`config.mk`:
```
export PLATFORM = sky130hd
export DESIGN_NAME = rr_arbiter4_flat
export DESIGN_NICKNAME = d
export VERILOG_FILES = /design/src/rtl/arb_pkg.sv /design/src/rtl/rr_arbiter4_if.sv /design/src/rtl/rr_pick4.sv /design/src/rtl/rr_arbiter4.sv /design/src/flat_wrapper.sv
export SDC_FILE = /design/constraint.sdc
export NUM_CORES = 1
export LEC_CHECK = 0
export CAP_MARGIN = 5
export CORE_UTILIZATION = 55
export CTS_CLUSTER_DIAMETER = 200
export DETAILED_ROUTE_END_ITERATION = 8
export GPL_TIMING_DRIVEN = 1
export PLACE_DENSITY = 0.78
export SLEW_MARGIN = 20
export SYNTH_ARGS = -nofsm -noshare
export SYNTH_HDL_FRONTEND = slang
export SYNTH_SLANG_ARGS = --single-unit
export TNS_END_PERCENT = 50
```
`constraint.sdc`:
```
create_clock -name clk -period 5.45 [get_ports clk]
set_input_delay 0.545 -clock clk [delete_from_list [all_inputs] [get_ports clk]]
set_output_delay 0.545 -clock clk [all_outputs]
set_load 0.005 [all_outputs]
```
`src/rtl/arb_pkg.sv`:
```
// Shared definitions for the four-way round-robin arbiter: requester count,
// select width, FSM state encoding and a small index-to-one-hot helper.
package arb_pkg;

    localparam int NUM_REQ   = 4;
    localparam int SEL_WIDTH = 2;

    typedef enum logic {
        ST_IDLE = 1'b0,
        ST_BUSY = 1'b1
    } arb_state_t;

    // Convert a binary owner index into its one-hot grant pattern
    function automatic logic [NUM_REQ-1:0] idx_to_onehot(input logic [SEL_WIDTH-1:0] idx);
        return NUM_REQ'(1) << idx;
    endfunction

endpackage

```
`src/rtl/rr_arbiter4_if.sv`:
```
// Request/grant bundle between the requesting units, the shared resource and
// the arbiter. The arbiter uses the slave view; requesters and the resource
// (or a testbench) drive through the master view.
interface rr_arbiter4_if;
    import arb_pkg::*;

    logic [NUM_REQ-1:0]   req;
    logic                 done;
    logic [NUM_REQ-1:0]   grant;
    logic [SEL_WIDTH-1:0] sel;
    logic                 busy;
    logic                 timeout;

    modport master (
        output req, done,
        input  grant, sel, busy, timeout
    );

    modport slave (
        input  req, done,
        output grant, sel, busy, timeout
    );

endinterface

```
`src/rtl/rr_pick4.sv`:
```
// Combinational rotating-priority picker: returns the first asserted request
// in the order ptr, ptr+1, ptr+2, ptr+3 (mod 4).
module rr_pick4
    import arb_pkg::*;
(
    input  logic [NUM_REQ-1:0]   req,
    input  logic [SEL_WIDTH-1:0] ptr,
    output logic                 found,
    output logic [SEL_WIDTH-1:0] idx
);

    // Requests rotated so that bit 0 is the highest-priority candidate
    logic [NUM_REQ-1:0]   w_rot;
    logic [SEL_WIDTH-1:0] w_off;

    genvar gi;
    generate
        for (gi = 0; gi < NUM_REQ; gi++) begin : g_rot
            assign w_rot[gi] = req[ptr + SEL_WIDTH'(gi)];
        end
    endgenerate

    // Lowest set bit of the rotated vector is the winning offset from ptr
    always_comb begin
        w_off = '0;
        for (int k = NUM_REQ - 1; k >= 0; k--) begin
            if (w_rot[k]) begin
                w_off = SEL_WIDTH'(k);
            end
        end
    end

    assign found = |w_rot;
    assign idx   = ptr + w_off;

endmodule

```
`src/rtl/rr_arbiter4.sv`:
```
// Four-way round-robin arbiter with multi-cycle grants, release on done or
// request withdrawal, bounded hold time and zero-bubble hand-off between owners.
module rr_arbiter4
    import arb_pkg::*;
#(
    parameter int MAX_HOLD  = 16,
    parameter int CNT_WIDTH = 5
) (
    input  logic         clk,
    input  logic         reset,
    rr_arbiter4_if.slave bus
);

    // Counter value seen in the last permitted cycle of a grant
    localparam logic [CNT_WIDTH-1:0] HOLD_LAST =
        (MAX_HOLD == 0) ? '0 : CNT_WIDTH'(MAX_HOLD - 1);

    arb_state_t           r_state, r_state_next;
    logic [NUM_REQ-1:0]   r_grant, r_grant_next;
    logic [SEL_WIDTH-1:0] r_sel, r_sel_next;
    logic [SEL_WIDTH-1:0] r_ptr, r_ptr_next;
    logic [CNT_WIDTH-1:0] r_cnt, r_cnt_next;
    logic                 r_busy, r_busy_next;
    logic                 r_timeout, r_timeout_next;

    logic [SEL_WIDTH-1:0] w_pick_ptr;
    logic                 w_found;
    logic [SEL_WIDTH-1:0] w_idx;
    logic                 w_expire;
    logic                 w_owner_req;
    logic                 w_release;

    // On release the search starts just after the old owner so it ranks last
    assign w_pick_ptr  = (r_state == ST_BUSY) ? (r_sel + SEL_WIDTH'(1)) : r_ptr;
    assign w_expire    = (MAX_HOLD != 0) && (r_cnt == HOLD_LAST);
    assign w_owner_req = bus.req[r_sel];
    assign w_release   = bus.done || !w_owner_req || w_expire;

    rr_pick4 u_pick (
        .req   (bus.req),
        .ptr   (w_pick_ptr),
        .found (w_found),
        .idx   (w_idx)
    );

    // State register; reset clears everything without waiting for a clock
    always_ff @(posedge clk or posedge reset) begin
        if (reset) begin
            r_state   <= ST_IDLE;
            r_grant   <= '0;
            r_sel     <= '0;
            r_ptr     <= '0;
            r_cnt     <= '0;
            r_busy    <= 1'b0;
            r_timeout <= 1'b0;
        end else begin
            r_state   <= r_state_next;
            r_grant   <= r_grant_next;
            r_sel     <= r_sel_next;
            r_ptr     <= r_ptr_next;
            r_cnt     <= r_cnt_next;
            r_busy    <= r_busy_next;
            r_timeout <= r_timeout_next;
        end
    end

    // Next-state logic: grant from IDLE, hold/count in BUSY, hand off on release
    always_comb begin
        r_state_next   = r_state;
        r_grant_next   = r_grant;
        r_sel_next     = r_sel;
        r_ptr_next     = r_ptr;
        r_cnt_next     = r_cnt;
        r_timeout_next = 1'b0;

        case (r_state)
            ST_IDLE: begin
                if (w_found) begin
                    r_state_next = ST_BUSY;
                    r_grant_next = idx_to_onehot(w_idx);
                    r_sel_next   = w_idx;
                    r_cnt_next   = '0;
                end
            end
            ST_BUSY: begin
                if (w_release) begin
                    r_ptr_next     = r_sel + SEL_WIDTH'(1);
                    // Only a pure counter expiry counts as a forced release
                    r_timeout_next = w_expire && !bus.done && w_owner_req;
                    if (w_found) begin
                        r_grant_next = idx_to_onehot(w_idx);
                        r_sel_next   = w_idx;
                        r_cnt_next   = '0;
                    end else begin
                        // sel keeps the last owner so the mux stays stable
                        r_state_next = ST_IDLE;
                        r_grant_next = '0;
                    end
                end else if (r_cnt != '1) begin
                    r_cnt_next = r_cnt + CNT_WIDTH'(1);
                end
            end
            default: begin
                r_state_next = ST_IDLE;
                r_grant_next = '0;
            end
        endcase

        r_busy_next = |r_grant_next;
    end

    assign bus.grant   = r_grant;
    assign bus.sel     = r_sel;
    assign bus.busy    = r_busy;
    assign bus.timeout = r_timeout;

endmodule

```
`src/flat_wrapper.sv`:
```
// flat-port wrapper written by rule: the top's interface ports become plain ports
module rr_arbiter4_flat import arb_pkg::*;
#(
    parameter int MAX_HOLD  = 16,
    parameter int CNT_WIDTH = 5
)
  (clk, reset, bus_req, bus_done, bus_grant, bus_sel, bus_busy, bus_timeout);
  rr_arbiter4_if bus_i ();
  input  logic clk;
  input  logic reset;
  input wire logic [$bits(bus_i.req)-1:0] bus_req;
  input wire logic [$bits(bus_i.done)-1:0] bus_done;
  output wire logic [$bits(bus_i.grant)-1:0] bus_grant;
  output wire logic [$bits(bus_i.sel)-1:0] bus_sel;
  output wire logic [$bits(bus_i.busy)-1:0] bus_busy;
  output wire logic [$bits(bus_i.timeout)-1:0] bus_timeout;
  assign bus_i.req = bus_req;
  assign bus_i.done = bus_done;
  assign bus_grant = bus_i.grant;
  assign bus_sel = bus_i.sel;
  assign bus_busy = bus_i.busy;
  assign bus_timeout = bus_i.timeout;
  rr_arbiter4 #(.MAX_HOLD(MAX_HOLD), .CNT_WIDTH(CNT_WIDTH)) u_core (.clk(clk), .reset(reset), .bus(bus_i));
endmodule
```
==> summary.md, run 1 <==
| Metric | Value |
|---|---|
| Final Hold Fails | 0 |
| Largest net degree at the start of global routing | 17 |
| Share of cells above drive strength 1 | 10.74% |
| Layout overhead on the synthesized area | 16.57% |
| Power share of the combinational group | 55.9% |
| Final slew viol count | 0 |
| Die W | ~46 um |
| CTS root buffer | clkbuf_4 |
| FMAX | 370.5 MHz |
| Mean Syn Cell Area | 9.929 sq um |
| Worst endpoint required time | 5660 ps |
| Measured slew at the worst slew-check pin | 591.7 ps |
| Final setup TNS | 0 ps |
| Relative slew slack | 60.51% |
| Post-Syn Area | 0.001072 sq mm |
| First-pass GRT wire length | 3.346 mm |
| Slowest stage delay, CP | 660 ps |
| Slowest cell on the critical path | clkdlybuf4s50_1 |
| Routed Antenna Nets | 0 |
| Syn Nets | ~120 |
| Initial Util | 60.14% |
| Flops & latches, synth | 16 |
| Remaining global-route overflow | 0 |
| Final worst-path cycle share | 49.52% |
| Most used DFF post-synth | dfrtp_1 |
| DRC Markers | 0 |
| GRT Resource Usage Total | about 22% |
| Hold slack | 529.1 ps |
| Gpl congestion | ~0.78 |
| Via count | 832 |
| Post-synth EDFFs | 0 |
| Via/cell ratio | 5.699 |
| CTS resizes | 0 |
| RSZ-0062 raised after global routing | no |
| Worst reg2reg endpoint | u_core.bus.grant[3] |
| Post-DP HPWL | 1.455 mm |
| Critical path arrival | 2910 ps |
| Reg2reg start | u_core.bus.sel[0] |
| Reg clk slew, reported paths | 90 ps |
| Die H | 46.16 um |
| IO Port Bufs | 14 |
| CP Cell Sequence | clkdlybuf4s50_1 > mux4_2 > nor4bb_4 > nand2b_1 > or3_1 > o211ai_1 |
| Clk Latency, worst-skew pair | 290 ps |
| Max Clock Skew | 5.846 ps |
| Worst-case reg-to-reg path depth | 9 |
| Io pins | 15 |
| Final setup violation count | 0 |
| Cell Pwr Density | 501.0 mW/mm^2 |
| Crit. End Element | flop |
| Hold Path Class | reg2reg |
| Final worst path period need | 2699 ps |
| Worst vdd ir | ~0.00033 V |
| Switching Power | 239.7 uW |
| Max-Cap Viols | 0 |
| Clock buffer depth | 2 |
| Crit path to | u_core.r_cnt[3] |
| CP startpoint | bus_req[2] |
| Reg2Reg Setup Slack | 2820 ps |
| Number of CTS-inserted buffers | 3 |
| Final wirelength | 1.986 mm |
| Worst Path Max Fanout | 11 |
| Clock Sinks | 16 |
| Outcome | complete, no violations |
| H-tree Lvls | 1 |
| DR WL/cell | 13.60 um |
| Pre-antenna DRT Iters | 3 |
| Row count | 15 |
| Clock network fraction of design power | between 10 and 15% |
| Core Region | approximately 0.0018 sq mm |
| Crit start category | primary input |
| Distinct cells, synth | 46 |
| Initial antenna violation count | 0 |
| Vias in the first global route | 762 |
| Internal Power | 386.6 uW |
| DRT iter0 DRCs | 18 |
| Switch share | 38.27% |
| CTS tree | built |
| # diodes | 0 |
| Syn Inst Count | between 100 and 150 |
| Reg power frac | 31.7% |
| Yosys warns | 0 |
| # Post-CTS Setup Buffers | 0 |
| Async set-reset flop share out of synthesis | 100.0% |
| Setup CP Type | in2reg |
| Nets | around 130 |
| Hold Buf Count CTS | 0 |
| Seq/Total Area, Yosys | between 30% and 40% |
| Die Footprint | 0.002130 sq mm |
| Lkg Pwr | about 0.56 nW |
power groups by stage:
stage          clock network (mW)  registers [mW]  logic (mW)
3_3_place_gp                    0           0.200       0.343
5_1_grt                    0.0858           0.203       0.389
3_5_place_dp                    0           0.200       0.350
6_report                   0.0773           0.199       0.350
4_1_cts                    0.0806           0.198       0.352
2_1_floorplan                   0           0.188       0.270
synth_stat cells, types with 2 or more instances:
| master | count | area, sq um |
|---|---|---|
| nor2_1 | 5 | 18.77 |
| nor3_2 | 2 | 20.02 |
| mux2i_1 | 2 | 20.02 |
| nand2b_1 | 3 | 18.77 |
| or4b_1 | 2 | 20.02 |
| o21ai_0 | 7 | 35.03 |
| inv_1 | 9 | 33.78 |
| o22a_1 | 2 | 17.52 |
| buf_2 | 3 | 15.01 |
| o211ai_1 | 3 | 22.52 |
| a21o_1 | 2 | 15.01 |
| or3_1 | 2 | 12.51 |
| nand2_1 | 5 | 18.77 |
| a32o_1 | 2 | 20.02 |
| dfrtp_1 | 16 | 400.4 |
| a31oi_1 | 2 | 12.51 |
| nand3_1 | 7 | 35.03 |
| nor3b_1 | 3 | 22.52 |
| ha_1 | 4 | 50.05 |
metrics by stage:
step | util, % | setup slack, ps | power [mW] | instances | cell area [sq um]
floorplan | - | 3021 | 0.4586 | 108 | 1072
global placement | 68.07 | 2535 | 0.5424 | 142 | 1214
detailed placement | 68.07 | 2466 | 0.5507 | 142 | 1214
CTS | 70.11 | 2777 | 0.6305 | 146 | 1250
global route | 70.11 | 2620 | 0.6779 | 146 | 1250
finish | 70.11 | 2751 | 0.6262 | 146 | 1250
state kept, by name, summed over array words and instances (netlist names):
name,cells
u_core.r_state,1
u_core.bus.sel,2
u_core.r_cnt,5
u_core.bus.grant,4
u_core.bus.busy,1
u_core.bus.timeout,1
u_core.r_ptr,2
layer usage:
metal  part of all wire, %  vias up  track usage [%]  wire length (um)
li1                      -      428                -                 -
met1                    52      390            32.59              1037
met2                    44       14            32.68               864
met3                   4.2        0            7.451                84
met4                     0        0            1.765                 0
met5                     0        -                0                 0
critical path: cells and delay by family:
| family | cells | cell delay (ps) |
|---|---|---|
| buf+inv | 1 | 660 |
| compound gates | 1 | 90 |
| simple gates | 3 | 1270 |
| mux | 1 | 330 |
how the worst min path moves through the flow:
stage                              from                   to  depth (start not counted)
floorplan                         reset      u_core.bus.busy                          1
global placement        u_core.r_cnt[2]      u_core.r_cnt[2]                          1
detailed placement  u_core.bus.grant[1]  u_core.bus.grant[1]                          1
CTS                 u_core.bus.grant[1]  u_core.bus.grant[1]                          1
global route        u_core.bus.grant[1]  u_core.bus.grant[1]                          1
finish              u_core.bus.grant[1]  u_core.bus.grant[1]                          1
placed cells by master, fill, tap and decap left out, drive strengths merged, types with 3 or more instances in the layout:
cell type	count
clkbuf	4
clkdlybuf4s50	14
ha	4
o211ai	3
nand2b	3
nor3b	4
dfrtp	16
inv	9
nand3	7
nor2	5
o21ai	8
nand2	5
final cells by class:
class                   instances  area [sq um]
clock buffers                   4         36.28
repair buffers                 14         140.1
multi-input cells              78         608.1
well taps                      25         31.28
fillers                       147         533.0
inverters                       9         33.78
flip-flops and latches         16         400.4
cells by family (layout without fill, tap and decap cells):
family | count (synthesis) | in the layout | share of synthesized area (%)
fa+ha+maj | 4 | 4 | 4.668
compound gates | 26 | 26 | 17.27
simple gates | 41 | 41 | 26.72
mux | 5 | 5 | 6.417
flops | 16 | 16 | 37.34
xor+xnor | 2 | 2 | 1.634
buf+inv | 14 | 27 | 5.950
(Power assumes the default switching activity.)
==> run 2, diff against run 1 <==
--- a/config.mk
+++ b/config.mk
@@ -6,11 +6,11 @@
 export NUM_CORES = 1
 export LEC_CHECK = 0
 export CAP_MARGIN = 5
-export CORE_UTILIZATION = 55
+export CORE_UTILIZATION = 48
 export CTS_CLUSTER_DIAMETER = 200
 export DETAILED_ROUTE_END_ITERATION = 8
 export GPL_TIMING_DRIVEN = 1
-export PLACE_DENSITY = 0.78
+export PLACE_DENSITY = 0.72
 export SLEW_MARGIN = 20
 export SYNTH_ARGS = -nofsm -noshare
 export SYNTH_HDL_FRONTEND = slang
==> constraint.sdc (replaced) <==
create_clock -name clk -period 2.4 [get_ports clk]
set_input_delay 0.24 -clock clk [delete_from_list [all_inputs] [get_ports clk]]
set_output_delay 0.24 -clock clk [all_outputs]
set_load 0.005 [all_outputs]
==> run 2 against run 1 <==
  * Hold slack got worse by 200 ps
  * Via count increased by 12%
  * Largest cell class unchanged
  * Clock skew decreased by 3.4 ps
  * Critical path type is now reg2reg
  * Worst setup slack got worse by 2700 ps
==> summary.md, run 2 (same netlist as run 1, synthesis figures left out) <==
| Metric | Value |
|---|---|
| Clock buffer depth | 2 (unchanged) |
| H-tree Lvls | 1 (unchanged) |
| CP Cell Sequence | xor2_1 > mux2_4 > o22a_1 > o21ai_2 > o22a_1 > ha_4 > xnor2_4 > or3_4 > a32o_1 |
| Final setup TNS | 0 ps (unchanged) |
| Post-DP Area | 0.001319 sq mm (+8.7%) |
| Io pins | 15 (unchanged) |
| Crit. End Element | flop |
| Die H | 49.27 um (+6.7%) |
| Number of CTS-inserted buffers | 3 (unchanged) |
| Final setup violation count | 0 (unchanged) |
| Clk Latency, worst-skew pair | 280 ps (about the same) |
| CTS root buffer | clkbuf_4 |
| DRT iter0 DRCs | 13 (-5) |
| Worst endpoint required time | 2570 ps (-3090 ps) |
| Vias in the first global route | 906 (+19%) |
| Routed Antenna Nets | 0 (unchanged) |
| Layout overhead on the synthesized area | 32.21% |
| Reg2Reg Setup Slack | 50 ps (-2770 ps) |
| Pre-antenna DRT Iters | 4 (+1) |
| Reg2reg start | u_core.bus.sel[0] |
| Fin area | 0.001418 sq mm (+13%) |
| First-pass GRT wire length | 4.084 mm (+22%) |
| Final Hold Fails | 0 (unchanged) |
| Register Area | 400.4 sq um (unchanged) |
| Most common cell after layout, fill and taps aside | dfrtp_1 |
| Via/cell ratio | 5.753 (+0.96%) |
| Slowest stage delay, CP | 390 ps (-270 ps) |
| FMAX | 424.8 MHz |
| DR WL/cell | 15.30 um (+12%) |
| Tot Pwr | 1.754 mW (+180%) |
| Largest net degree at the start of global routing | 17 (unchanged) |
| Clock Sinks | 16 (unchanged) |
| Hold Path Class | in2async |
| Slowest cell on the critical path | dfrtp_1 |
| Reg clk slew, reported paths | 80 ps (about the same) |
| Max-Cap Viols | 0 (unchanged) |
| GRT Resource Usage Total | 22.13% (+0.030 points) |
| Final slew viol count | 0 (unchanged) |
| Fin util | 70.11% (about the same) |
| Final wirelength | 2.479 mm (+25%) |
| Switching Power | 662.6 uW (+180%) |
| Outcome | complete, no violations |
| CP startpoint | u_core.bus.sel[0] |
| Top reg by flops | u_core.r_cnt |
| Remaining global-route overflow | 0 (unchanged) |
| Setup CP Type | reg2reg |
| Power share of the combinational group | 68.3% (+12 points) |
| Relative slew slack | 60.24% (-0.27 points) |
| Max FFs per register | 5 (unchanged) |
| FILL cells | 165 (+12%) |
| Internal Power | 1.091 mW (+180%) |
| Final worst-path cycle share | 98.09% |
| Gpl congestion | 0.8472 (+8.7%) |
| Reg power frac | 24.1% (-7.6 points) |
| Initial antenna violation count | 0 (unchanged) |
| Switch share | 37.78% (-0.49 points) |
| Nets | 148 (+11%) |
| CTS tree | built |
| Final worst path period need | about 2400 ps |
| Core Region | 0.002022 sq mm (+13%) |
| CP top delay family | compound AO/OA/AOI/OAI gates |
| Lkg Pwr | 0.6428 nW (+15%) |
| Measured slew at the worst slew-check pin | 595.8 ps (+4.104 ps) |
| Worst path bufs/invs | 0 (-1) |
| # diodes | 0 (unchanged) |
| Hold Buf Count CTS | 0 (unchanged) |
| IO Port Bufs | 14 (unchanged) |
| Crit-path most repeated cell | o22a_1 |
| Crit start category | flop |
| Die Footprint | 0.002427 sq mm (+14%) |
| Worst Path Max Fanout | 6 (-5) |
| RSZ-0062 raised after global routing | yes |
| Worst vdd ir | 0.001045 V (+220%) |
| DRC Markers | 0 (unchanged) |
| Via count | 932 (+12%) |
| Max Clock Skew | 2.430 ps (-3.416 ps) |
| Area occupied by multi-input gates | 661.9 sq um (+8.8%) |
| Initial Util | 53.03% (-7.1 points) |
| Share of cells above drive strength 1 | 25.93% (+15 points) |
| Row count | 16 (+1) |
| Die W | 49.27 um (+6.7%) |
| Post-DP HPWL | 1.829 mm (+26%) |
| Cell Pwr Density | 1237 mW/mm^2 (+150%) |
| Commonest non-fill, non-tap cells in the layout | dfrtp_1 (16), clkdlybuf4s50_1 (14), buf_4 (14), inv_1 (9), nand3_1 (7) |
| Critical path arrival | 2530 ps (-380 ps) |
| Clock network fraction of design power | 7.6% (-4.7 points) |
[run 2: stage by stage]
step / setup slack (ps) / std cells / hold slack, ps
floorplan: -0.4234 / 108 / 153.7
global placement: 2.699 / 156 / 502.4
detailed placement: 6.485 / 156 / 522.2
CTS: 16.79 / 162 / 342.7
global route: -37.79 / 162 / 408.3
finish: 45.93 / 162 / 325.2
[run 2: area by class of cell]
type | count | area share [%]
clock buffers | 3 | 1.589
inverters | 9 | 2.383
multi-input cells | 78 | 46.69
flip-flops and latches | 16 | 28.24
well taps | 27 | 2.383
repair buffers | 29 | 18.71
[run 2: what timing repair did]
item,CTS,global route
resized for setup,5,8
cloned,0,0
pin swaps,1,5
endpoints found under the setup margin,2,8
buffers inserted,3,0
[run 2: power by group through the flow]
| stage | Clock (mW) | Sequential [mW] | Combinational [mW] |
|---|---|---|---|
| floorplan | 0 | 0.427 | 0.611 |
| global placement | 0 | 0.424 | 0.929 |
| detailed placement | 0 | 0.426 | 0.952 |
| CTS | 0.137 | 0.422 | 1.16 |
| global route | 0.153 | 0.432 | 1.29 |
| finish | 0.133 | 0.423 | 1.20 |
[run 2: path summary, 6_finish.rpt]
path                                            end  cells after the start
worst max-delay path            u_core.bus.grant[0]                      9
worst min-delay path              u_core.bus.sel[0]                      2
worst max register to register  u_core.bus.grant[0]                      9
worst min register to register      u_core.r_cnt[0]                      1
max in group asynchronous       u_core.bus.grant[2]                      2
min in group clk                    u_core.r_cnt[0]                      1
[run 2: routing by layer]
| layer | wire length (um) | GRT usage (%) |
|---|---|---|
| met1 | 1208 | 29.56 |
| met2 | 1138 | 36.53 |
| met3 | 121 | 5.607 |
| met4 | 10 | 3.431 |
| met5 | 0 | 0 |
